==> config.mk <==
export PLATFORM = sky130hd
export DESIGN_NAME = router_req_arbiter_flat
export DESIGN_NICKNAME = d
export VERILOG_FILES = /design/src/rtl/router_req_arbiter_if.sv /design/src/rtl/router_req_arbiter.sv /design/src/flat_wrapper.sv
export SDC_FILE = /design/constraint.sdc
export NUM_CORES = 1
export LEC_CHECK = 0
export ABC_CLOCK_PERIOD_IN_PS = 5300
export CAP_MARGIN = 20
export CORE_MARGIN = 3
export CORE_UTILIZATION = 50
export DETAILED_ROUTE_END_ITERATION = 6
export GPL_ROUTABILITY_DRIVEN = 0
export HOLD_SLACK_MARGIN = 0.06
export PLACE_DENSITY_LB_ADDON = 0.25
export SYNTH_ARGS = -nofsm -noshare
export SYNTH_HDL_FRONTEND = slang
export SYNTH_SLANG_ARGS = --single-unit
export TNS_END_PERCENT = 10
==> constraint.sdc <==
create_clock -name clk -period 5.3 [get_ports clk]
set_input_delay 1.06 -clock clk [delete_from_list [all_inputs] [get_ports clk]]
set_output_delay 1.06 -clock clk [all_outputs]
set_load 0.01 [all_outputs]
==> src/rtl/router_req_arbiter_if.sv <==
// Requester-side and router-side handshake signals of the two-master request arbiter.
interface router_req_arbiter_if;
    logic        r0_valid;
    logic [7:0]  r0_addr;
    logic [15:0] r0_data;
    logic        r0_ready;
    logic        r1_valid;
    logic [7:0]  r1_addr;
    logic [15:0] r1_data;
    logic        r1_ready;
    logic        out_valid;
    logic [7:0]  out_addr;
    logic [15:0] out_data;
    logic        out_src;

    modport master (
        output r0_valid, r0_addr, r0_data, r1_valid, r1_addr, r1_data,
        input  r0_ready, r1_ready, out_valid, out_addr, out_data, out_src
    );

    modport slave (
        input  r0_valid, r0_addr, r0_data, r1_valid, r1_addr, r1_data,
        output r0_ready, r1_ready, out_valid, out_addr, out_data, out_src
    );
endinterface

==> src/rtl/router_req_arbiter.sv <==
// Two-requester round-robin arbiter feeding the router as isolated one-clock valid
// pulses, with a programmable idle gap and saturating per-region transfer counters.
module router_req_arbiter #(
    parameter int unsigned GAP_CYCLES = 1
) (
    input  logic                 clk,
    input  logic                 reset,
    input  logic                 enable,
    router_req_arbiter_if.slave  bus,
    output logic                 busy,
    output logic [15:0]          count_a,
    output logic [15:0]          count_b
);

    typedef enum logic [1:0] {
        ST_IDLE  = 2'd0,
        ST_ISSUE = 2'd1,
        ST_GAP   = 2'd2
    } state_t;

    localparam logic [3:0] GAP_LOAD = 4'(GAP_CYCLES);

    state_t      r_state;
    state_t      w_next_state;
    logic        w_grant0;
    logic        w_grant1;
    logic        r_last_grant;
    logic [3:0]  r_gap_cnt;
    logic        r_busy;
    logic        r_out_valid;
    logic [7:0]  r_out_addr;
    logic [15:0] r_out_data;
    logic        r_out_src;
    logic [15:0] r_count_a;
    logic [15:0] r_count_b;

    function automatic logic [15:0] sat_inc(input logic [15:0] value);
        if (value == 16'hFFFF) begin
            return value;
        end else begin
            return value + 16'd1;
        end
    endfunction

    // Grant decision and next-state selection
    always_comb begin
        w_next_state = r_state;
        w_grant0     = 1'b0;
        w_grant1     = 1'b0;
        case (r_state)
            ST_IDLE: begin
                // On contention the requester not granted last time wins
                if (enable && !reset) begin
                    w_grant0 = bus.r0_valid && (!bus.r1_valid || r_last_grant);
                    w_grant1 = bus.r1_valid && (!bus.r0_valid || !r_last_grant);
                end else begin
                    w_grant0 = 1'b0;
                    w_grant1 = 1'b0;
                end
                if (w_grant0 || w_grant1) begin
                    w_next_state = ST_ISSUE;
                end else begin
                    w_next_state = ST_IDLE;
                end
            end
            ST_ISSUE: begin
                if (GAP_LOAD != 4'd0) begin
                    w_next_state = ST_GAP;
                end else begin
                    w_next_state = ST_IDLE;
                end
            end
            ST_GAP: begin
                if (r_gap_cnt <= 4'd1) begin
                    w_next_state = ST_IDLE;
                end else begin
                    w_next_state = ST_GAP;
                end
            end
            default: begin
                w_next_state = ST_IDLE;
            end
        endcase
    end

    // State register and registered busy flag
    always_ff @(posedge clk) begin
        if (reset) begin
            r_state <= ST_IDLE;
            r_busy  <= 1'b0;
        end else begin
            r_state <= w_next_state;
            r_busy  <= (w_next_state != ST_IDLE);
        end
    end

    // Transfer capture, router pulse, gap countdown and region counters
    always_ff @(posedge clk) begin
        if (reset) begin
            r_last_grant <= 1'b1;
            r_gap_cnt    <= 4'd0;
            r_out_valid  <= 1'b0;
            r_out_addr   <= 8'h00;
            r_out_data   <= 16'h0000;
            r_out_src    <= 1'b0;
            r_count_a    <= 16'h0000;
            r_count_b    <= 16'h0000;
        end else begin
            case (r_state)
                ST_IDLE: begin
                    if (w_grant0) begin
                        r_out_valid  <= 1'b1;
                        r_out_addr   <= bus.r0_addr;
                        r_out_data   <= bus.r0_data;
                        r_out_src    <= 1'b0;
                        r_last_grant <= 1'b0;
                    end else if (w_grant1) begin
                        r_out_valid  <= 1'b1;
                        r_out_addr   <= bus.r1_addr;
                        r_out_data   <= bus.r1_data;
                        r_out_src    <= 1'b1;
                        r_last_grant <= 1'b1;
                    end else begin
                        r_out_valid  <= 1'b0;
                    end
                end
                ST_ISSUE: begin
                    r_out_valid <= 1'b0;
                    r_out_addr  <= 8'h00;
                    r_out_data  <= 16'h0000;
                    r_out_src   <= 1'b0;
                    r_gap_cnt   <= GAP_LOAD;
                    if (r_out_addr <= 8'h3F) begin
                        r_count_a <= sat_inc(r_count_a);
                    end else begin
                        r_count_b <= sat_inc(r_count_b);
                    end
                end
                ST_GAP: begin
                    if (r_gap_cnt != 4'd0) begin
                        r_gap_cnt <= r_gap_cnt - 4'd1;
                    end else begin
                        r_gap_cnt <= 4'd0;
                    end
                end
                default: begin
                    r_out_valid <= 1'b0;
                    r_gap_cnt   <= 4'd0;
                end
            endcase
        end
    end

    assign bus.r0_ready  = w_grant0;
    assign bus.r1_ready  = w_grant1;
    assign bus.out_valid = r_out_valid;
    assign bus.out_addr  = r_out_addr;
    assign bus.out_data  = r_out_data;
    assign bus.out_src   = r_out_src;
    assign busy          = r_busy;
    assign count_a       = r_count_a;
    assign count_b       = r_count_b;

endmodule

==> src/flat_wrapper.sv <==
// flat-port wrapper written by rule: the top's interface ports become plain ports
module router_req_arbiter_flat 
#(
    parameter int unsigned GAP_CYCLES = 1
)
  (clk, reset, enable, busy, count_a, count_b, bus_r0_valid, bus_r0_addr, bus_r0_data, bus_r1_valid, bus_r1_addr, bus_r1_data, bus_r0_ready, bus_r1_ready, bus_out_valid, bus_out_addr, bus_out_data, bus_out_src);
  router_req_arbiter_if bus_i ();
  input  logic clk;
  input  logic reset;
  input  logic enable;
  output logic busy;
  output logic [15:0] count_a;
  output logic [15:0] count_b;
  input wire logic [$bits(bus_i.r0_valid)-1:0] bus_r0_valid;
  input wire logic [$bits(bus_i.r0_addr)-1:0] bus_r0_addr;
  input wire logic [$bits(bus_i.r0_data)-1:0] bus_r0_data;
  input wire logic [$bits(bus_i.r1_valid)-1:0] bus_r1_valid;
  input wire logic [$bits(bus_i.r1_addr)-1:0] bus_r1_addr;
  input wire logic [$bits(bus_i.r1_data)-1:0] bus_r1_data;
  output wire logic [$bits(bus_i.r0_ready)-1:0] bus_r0_ready;
  output wire logic [$bits(bus_i.r1_ready)-1:0] bus_r1_ready;
  output wire logic [$bits(bus_i.out_valid)-1:0] bus_out_valid;
  output wire logic [$bits(bus_i.out_addr)-1:0] bus_out_addr;
  output wire logic [$bits(bus_i.out_data)-1:0] bus_out_data;
  output wire logic [$bits(bus_i.out_src)-1:0] bus_out_src;
  assign bus_i.r0_valid = bus_r0_valid;
  assign bus_i.r0_addr = bus_r0_addr;
  assign bus_i.r0_data = bus_r0_data;
  assign bus_i.r1_valid = bus_r1_valid;
  assign bus_i.r1_addr = bus_r1_addr;
  assign bus_i.r1_data = bus_r1_data;
  assign bus_r0_ready = bus_i.r0_ready;
  assign bus_r1_ready = bus_i.r1_ready;
  assign bus_out_valid = bus_i.out_valid;
  assign bus_out_addr = bus_i.out_addr;
  assign bus_out_data = bus_i.out_data;
  assign bus_out_src = bus_i.out_src;
  router_req_arbiter #(.GAP_CYCLES(GAP_CYCLES)) u_core (.clk(clk), .reset(reset), .enable(enable), .bus(bus_i), .busy(busy), .count_a(count_a), .count_b(count_b));
endmodule
======== Word-level counts from Yosys, hierarchy flattened ========
Cells that the tools add are included.
storage, ports and cells
  logic and storage cells ................. 65
  bits of input ports ..................... 53
  output and inout port bits .............. 61
  register bits after elaboration ......... 66
operators by class
  bitwise operators ....................... 3
  equality and inequality tests ........... 5
  reductions and logical operators ........ 19
  multiplexer cells ....................... 23
  order comparisons ....................... 2
  add/subtract/negate cells ............... 3
operators by type and width
  kind                                                  number
  adder 16 x 1 -> 16 bit (second input constant)        2
  equality test 16 bit (second input constant)          2
  two-way mux 16 bit                                    2
  one-hot mux 16 bit (2 select lines)                   1
  two-way mux 8 bit                                     2
  one-hot mux 8 bit (2 select lines)                    1
  one-hot mux 4 bit (3 select lines)                    1
  two-way mux 1 bit                                     11
  <= comparator 8 x 6 -> 1 bit (second input constant)  1
  one-hot mux 2 bit (3 select lines)                    1
  AND reduction 3 bit                                   2
  nonzero test 2 bit                                    3
  <= comparator 4 x 1 -> 1 bit (second input constant)  1
  logical NOT 1 bit                                     4
  two-way mux 4 bit                                     1
  one-hot mux 1 bit (2 select lines)                    2
  AND reduction 2 bit                                   2
  nonzero test 4 bit                                    1
  subtractor 4 x 1 -> 4 bit (second input constant)     1
  logical AND 1 bit                                     3
  logical OR 1 bit                                      3
  != test 3 bit (second input constant)                 1
  inverter 1 bit                                        3
  equality test 2 x 1 -> 1 bit (second input constant)  1
  other kinds (3)                                       3

======== Logic depth before layout (Yosys ltp) ========
  word-level depth ........................ 9
  gate-level depth with buffers ........... 8
  depth with buffers taken out ............ 6

======== Worst setup path before layout ========
Ideal clock, no wire load.
  path type ............................... input -> output
  start point ............................. input reset
  end point ............................... output bus_r0_ready
  data arrival time ....................... 1.927 ns
  required time ........................... 4.240 ns
  stages on the path ...................... 5
  path buffers ............................ 2
  slack ................................... 2.313 ns
  path through ............................ and3b_1 -> clkbuf_1 -> clkbuf_1 -> nand3_1 -> inv_1
between the ends
  cells in the longest elaborated chain, start to end .. 5
RTL lines
  what                            RTL line                  text
  from (decl)                     flat_wrapper.sv:9         input logic reset;
  logical NOT 1 bit               router_req_arbiter.sv:53  if (enable && !reset) begin
  logical AND 1 bit               router_req_arbiter.sv:53
  two-way mux 1 bit               router_req_arbiter.sv:53
  two-way mux 1 bit (2 in a row)  router_req_arbiter.sv:50  case (r_state)
  to (decl)                       flat_wrapper.sv:20        output wire logic [$bits(bus_i.r0_ready)-1:0] bus_r0_ready;
No other way between the ends. The select of a mux whose other input is x is not followed.

======== Worst setup path after layout ========
  start point ............................. input bus_r1_valid
  end point ............................... output bus_r0_ready
between the ends
  cells in the longest elaborated chain, start to end .. 6
RTL lines
  what                            RTL line                  text
  from (decl)                     flat_wrapper.sv:17        input wire logic [$bits(bus_i.r1_valid)-1:0] bus_r1_valid;
  logical NOT 1 bit               router_req_arbiter.sv:54  w_grant0 = bus.r0_valid && (!bus.r1_valid || r_last_grant);
  logical OR 1 bit                router_req_arbiter.sv:54
  logical AND 1 bit               router_req_arbiter.sv:54
  two-way mux 1 bit               router_req_arbiter.sv:53
  two-way mux 1 bit (2 in a row)  router_req_arbiter.sv:50
No other way between the ends. The select of a mux whose other input is x is not followed.

==> flow_summary.ini <==
[timing]
relSlewSlack_pct = 46.28
fin_setup_tns_ns = 0
rsz0062_at_grt = no
finalMaxSlewViolations = 0
finalHoldViolCount = 0
setup_viol = 0
worst_pin_slew_ns = 0.7992
period_share_pct = 72.58
max_freq_ghz = 0.2600
layout_min_cycle_time_ns = 3.847
finalClockSkew_ns = 0.009560

[cells_and_area]
nets = 606
postLayoutCellArea_um2 = 4906
most-common-layout-cells = clkdlybuf4s50_1, dfxtp_1, a21oi_1
final_common_cell = clkdlybuf4s50_1
multi_input_area_um2 = 1953
area_growth_pct = 39.59
drive_gt1_share_pct = 5.787
final-seq-area_um2 = 1321
num_antenna_cells = 0
fill_cells = 533

[placed_design]
io_buffers = 113
placed_area_um2 = 4682
dp_hpwl_mm = 6.426

[pwr]
p_int_w = 0.0008266
p_seq_share_pct = 47.4
switching_power_w = 0.0002597
p_per_area_nw_per_um2 = 221.4
netSwitchingFraction_pct = 23.91
combPwrFrac_pct = 13.4
ir_drop_v = 0.0001402
leakagePower_nw = 1.758
p_clk_share_pct = 39.2

[worst_setup_path]
worstSetupPathType = in2out
cp.arrival_ns = 2.79
slowest_stage = clkdlybuf4s50_1
endpoint_kind = output pin
path_delay_family = buffers and inverters
cp_cell_sequence = clkdlybuf4s50_1 > nand2b_1 > buf_4 > nand3_1 > inv_1 > clkdlybuf4s50_1
slowest_delay_ns = 0.54
path_max_fanout = 49
critPathRequiredTime_ns = 4.24
cp_common_cell = clkdlybuf4s50_1
worstSetupStartpointType = primary input
crit_buf_inv = 4

[cts]
ctsResizeCount = 0
clkSinkCount = 66
clock-root-buffer = clkbuf_8
h-tree-depth = 3
cts_hold_buffers = 0
clkLatencyLatePin_ns = 0.33
clk_pin_slew_worst_paths_ns = 0.07
cts_tree = built
post_cts_buffers = 0
cts_buffer_depth = 2
cts_made_buffers = 9

[detailed_routing]
antenna_left = 0
drtIter0Drc = 116
dr.pass1.iters = 4
drc = 0
wl_per_cell_um = 14.39
routed_wl_mm = 9.293
vias = 3718
viasPerCell = 5.755

[global_routing]
grt_usage_pct = 22.55
grt_pass1_wl_mm = 15.62
antenna_found_initial = 0
grt_pass1_vias = 3483
grt_overflow = 0
grt_max_degree = 75

[yosys]
yosysWarnings = 0
ys.flop_type = dfxtp_1
yosys_register_bits = 66
syn-num-nets = 509
netlist.area_leader.share_pct = 37.59
yosysSeqAreaShare_pct = 37.59
syn_inst = 451
ys_types = 42
async_reset_ff_share_pct = 0
synthTopCellsByArea = dfxtp_1, a21oi_1, and4_1
synthesis.area_um2 = 3515
postSynthAreaPerCell_um2 = 7.793
synth_top_area_cell = dfxtp_1
synth-edff-count = 0

[floorplanning]
io_pins = 114
coreArea_um2 = 6568
die-area_um2 = 8071
rows = 29
die_x_um = 89.84
initial_core_util_pct = 53.51
die_y_um = 89.84

[run]
maxCapViolations = 0

[worst_hold_path]
hp-class = reg2reg

[run_status]
outcome = completed
==> kinds of logic after synthesis <==
group                    share of synthesized area [%]
AO/OA/AOI/OAI                                    23.25
XOR/XNOR                                        0.2492
adder cells (fa/ha/maj)                          1.780
buffers and inverters                            7.334
flip-flops                                       37.59
multiplexers                                     2.599
AND/OR/NAND/NOR                                  27.20
==> worst paths after layout <==
check | endpoint | slack [ns] | depth (start not counted) | start
hold / removal | u_core.bus.out_data[9] | 0.45 | 2 | u_core.bus.out_data[9]
hold reg to reg | u_core.bus.out_data[9] | 0.45 | 2 | u_core.bus.out_data[9]
setup / recovery | bus_r0_ready | 1.45 | 6 | bus_r1_valid
setup reg to reg | u_core.count_a[15] | 2.41 | 5 | u_core.r_state[0]
==> power by group through the flow <==
| stage | Combinational [W] | Sequential [W] | Clock [W] |
|---|---|---|---|
| after floorplan | 0.0000631 | 0.000530 | 0 |
| after global placement | 0.000139 | 0.000526 | 0 |
| after detailed placement | 0.000142 | 0.000526 | 0 |
| after CTS | 0.000142 | 0.000515 | 0.000433 |
| after global routing | 0.000159 | 0.000516 | 0.000457 |
| final | 0.000146 | 0.000515 | 0.000426 |
==> Yosys cell counts, types with 6 or more instances <==
cell	number
o31ai_1	17
nand2_1	39
a21oi_1	53
o21ai_0	32
nor2b_1	8
nor2_1	18
a31oi_1	24
nand4_1	8
nor3_1	9
clkbuf_1	30
and4_1	28
inv_1	34
nand3_1	13
dfxtp_1	66
or4_1	16
or3_1	6
==> through the flow <==
step | setup WS [ns] | hold slack [ns] | instances | power (W) | utilization [%]
2_1_floorplan | 2.313 | 0.4304 | 451 | 0.0005927 | -
3_3_place_gp | 1.553 | 0.4368 | 627 | 0.0006644 | 71.18
3_5_place_dp | 1.487 | 0.4447 | 628 | 0.0006674 | 71.29
4_1_cts | 1.475 | 0.4519 | 644 | 0.001090 | 74.30
5_1_grt | 1.366 | 0.4653 | 646 | 0.001132 | 74.70
6_report | 1.453 | 0.4506 | 646 | 0.001086 | 74.70
==> layout make-up <==
cell class	instances	area share, %
sequential	66	26.93
timing repair buffer	120	24.25
inverter	34	2.601
tap	93	2.372
clock buffer	14	3.315
multi-input combinational	317	39.81
clock inverter	2	0.7141
==> sequential cells by signal, summed over array words and instances (netlist names) <==
name                  count
u_core.r_state            2
u_core.bus.out_valid      1
u_core.count_b           16
u_core.count_a           16
u_core.r_gap_cnt          4
u_core.bus.out_data      16
u_core.busy               1
u_core.bus.out_addr       8
u_core.bus.out_src        1
u_core.r_last_grant       1
==> worst min-delay path, cell delays in order (launching register included) <==
cell     delay (ns)
dfxtp_1        0.31
nand2_1        0.05
a21oi_1        0.05
==> metal layers <==
layer / vias up / GRT usage [%] / share of wire (%)
met5: - / 0 / 0
met2: 108 / 37.41 / 47
met1: 1735 / 27.57 / 44
li1: 1865 / - / -
met4: 0 / 7.663 / 1.1
met3: 10 / 7.346 / 8.1
(Power assumes the default switching activity.)
==> variant (config.mk and constraints unchanged) <==
Reset style: asynchronous (`reset`), changed in 2 clocked blocks.
--- a/src/rtl/router_req_arbiter.sv
+++ b/src/rtl/router_req_arbiter.sv
@@ -84,7 +84,7 @@
     end
 
     // State register and registered busy flag
-    always_ff @(posedge clk) begin
+    always_ff @(posedge clk or posedge reset) begin
         if (reset) begin
             r_state <= ST_IDLE;
             r_busy  <= 1'b0;
@@ -95,7 +95,7 @@
     end
 
     // Transfer capture, router pulse, gap countdown and region counters
-    always_ff @(posedge clk) begin
+    always_ff @(posedge clk or posedge reset) begin
         if (reset) begin
             r_last_grant <= 1'b1;
             r_gap_cnt    <= 4'd0;
Check against the original RTL: differs if reset is asserted again (counterexample within 4 cycles, from zero or initial values and one cycle with reset high); with reset held inactive, the same outputs for 10 cycles.
==> variant against the unedited design <==
Wire length is 13% lower. Setup slack better by 0.24 ns. Sequential cell count stayed put. Area after synthesis is 6.4% lower. Register-to-register slack better by 0.62 ns. Design area is 4.3% lower. Maximum frequency is 6.6% higher. Critical endpoint unchanged.
Power is not compared: it rests on default switching activity, and its combinational part moved more than twofold at a synthesized area within 25%.
==> variant: results (changes against the unedited design) <==
[logic_synthesis]
synth_top_cells_by_area=dfrtp_1 49%, mux2i_1 7.9%, o2bb2ai_1 6.7%, xor2_1 5.3%, nand2_1 2.2%
synth.distinct_cells=48  ; +14%
synth.top_cells.by_count=65 x dfrtp_1, 26 x mux2i_1, 25 x o2bb2ai_1
synth-seq-area-share_pct=50.2  ; +13 points
yosys_most_used_dff=dfrtp_1
async_reset_ff_share_pct=100  ; +100 points
syn_nets=343  ; -33%

[global_routing]
grt_pass1_wl_mm=13.5  ; -13%
first_global_vias=2747  ; -21%
grt_usage_pct=22.6  ; +0.090 points
grt.met3_usage_pct=4.64  ; -2.7 points
met1_usage_pct=30.2  ; +2.6 points
use_met2_pct=36.2  ; -1.2 points
grt_max_degree=67  ; -11%

[pwr]
ir_worst_vdd_uv=215

[timing]
worst_pin_slew_ns=0.967  ; +0.167 ns
clock_skew_ns=0.0101  ; +0.000507 ns

[drt]
met2WireLength_mm=4.02  ; -7.1%
drt_wl_total_mm=8.11  ; -13%
wl_met3_um=542  ; -28%
met1_length_mm=3.38  ; -18%
routed-via-count=2758  ; -26%
drtIter0Drc=152  ; +31%

[worst_setup_path]
r2r-end=u_core.bus.out_data[2]
crit_fanout=3  ; -94%
worstPathArrival_ns=2.55  ; -0.24 ns
crit_path_start=reset
reg2reg_from=u_core.r_state[0]
reg2reg_depth=7  ; +2
worst-r2r-setup-slack_ns=3.03  ; +0.62 ns

[worst_hold_path]
min_to=u_core.bus.out_valid
hp-start=u_core.bus.out_valid

[clock_tree]
clockBufferDepth=2  ; unchanged
clockRootBuffer=clkbuf_8
cts_setup_buffers=0  ; unchanged

[final_layout]
fillCellCount=436  ; -18%
final_layout_size_suffix_gt1_share_pct=8.35  ; +2.6 points
nets=460  ; -24%

[outcome]
status=complete, no violations

[variant: cell families (layout without fill, tap and decap cells)]
group                    after synthesis  in the layout  synth area share, %
AO/OA/AOI/OAI                         63             63                 15.3
flip-flops                            66             66                 50.2
adder cells (fa/ha/maj)                5              5                 1.90
AND/OR/NAND/NOR                       81             81                 14.8
buffers and inverters                 16            138                 2.05
multiplexers                          31             31                 9.62
XOR/XNOR                              23             23                 6.12
[variant: per-stage QoR]
stage / area (um^2) / hold slack [ns] / instances / worst slack (ns) / power [mW]
finish: 4690 / 0.486 / 482 / 1.69 / 1.44
global route: 4690 / 0.505 / 482 / 1.57 / 1.52
CTS: 4680 / 0.494 / 481 / 1.67 / 1.45
detailed placement: 4490 / 0.473 / 465 / 1.68 / 1.04
global placement: 4490 / 0.470 / 465 / 1.71 / 1.02
floorplan: 3290 / 0.462 / 285 / 2.36 / 0.810
[variant: worst max-delay path, cell delays in order]
cell	delay, ns
clkdlybuf4s50_1	0.43
and3b_1	0.28
nand3_2	0.13
inv_1	0.09
clkdlybuf4s50_1	0.55
[variant: cell type report]
| cell class | instances | share of cell area (%) |
|---|---|---|
| clock buffers | 13 | 3.17 |
| clock inverters | 3 | 0.853 |
| inverters | 6 | 0.480 |
| multi-input cells | 203 | 33.5 |
| flip-flops and latches | 66 | 35.2 |
| well taps | 75 | 2.00 |
| repair buffers | 116 | 24.7 |
[variant: power by group through the flow]
stage	combinational [mW]	clock, mW	sequential, mW
floorplan	0.123	0	0.687
detailed placement	0.372	0	0.664
global placement	0.360	0	0.662
global route	0.400	0.447	0.671
finish	0.368	0.413	0.659
CTS	0.373	0.419	0.659
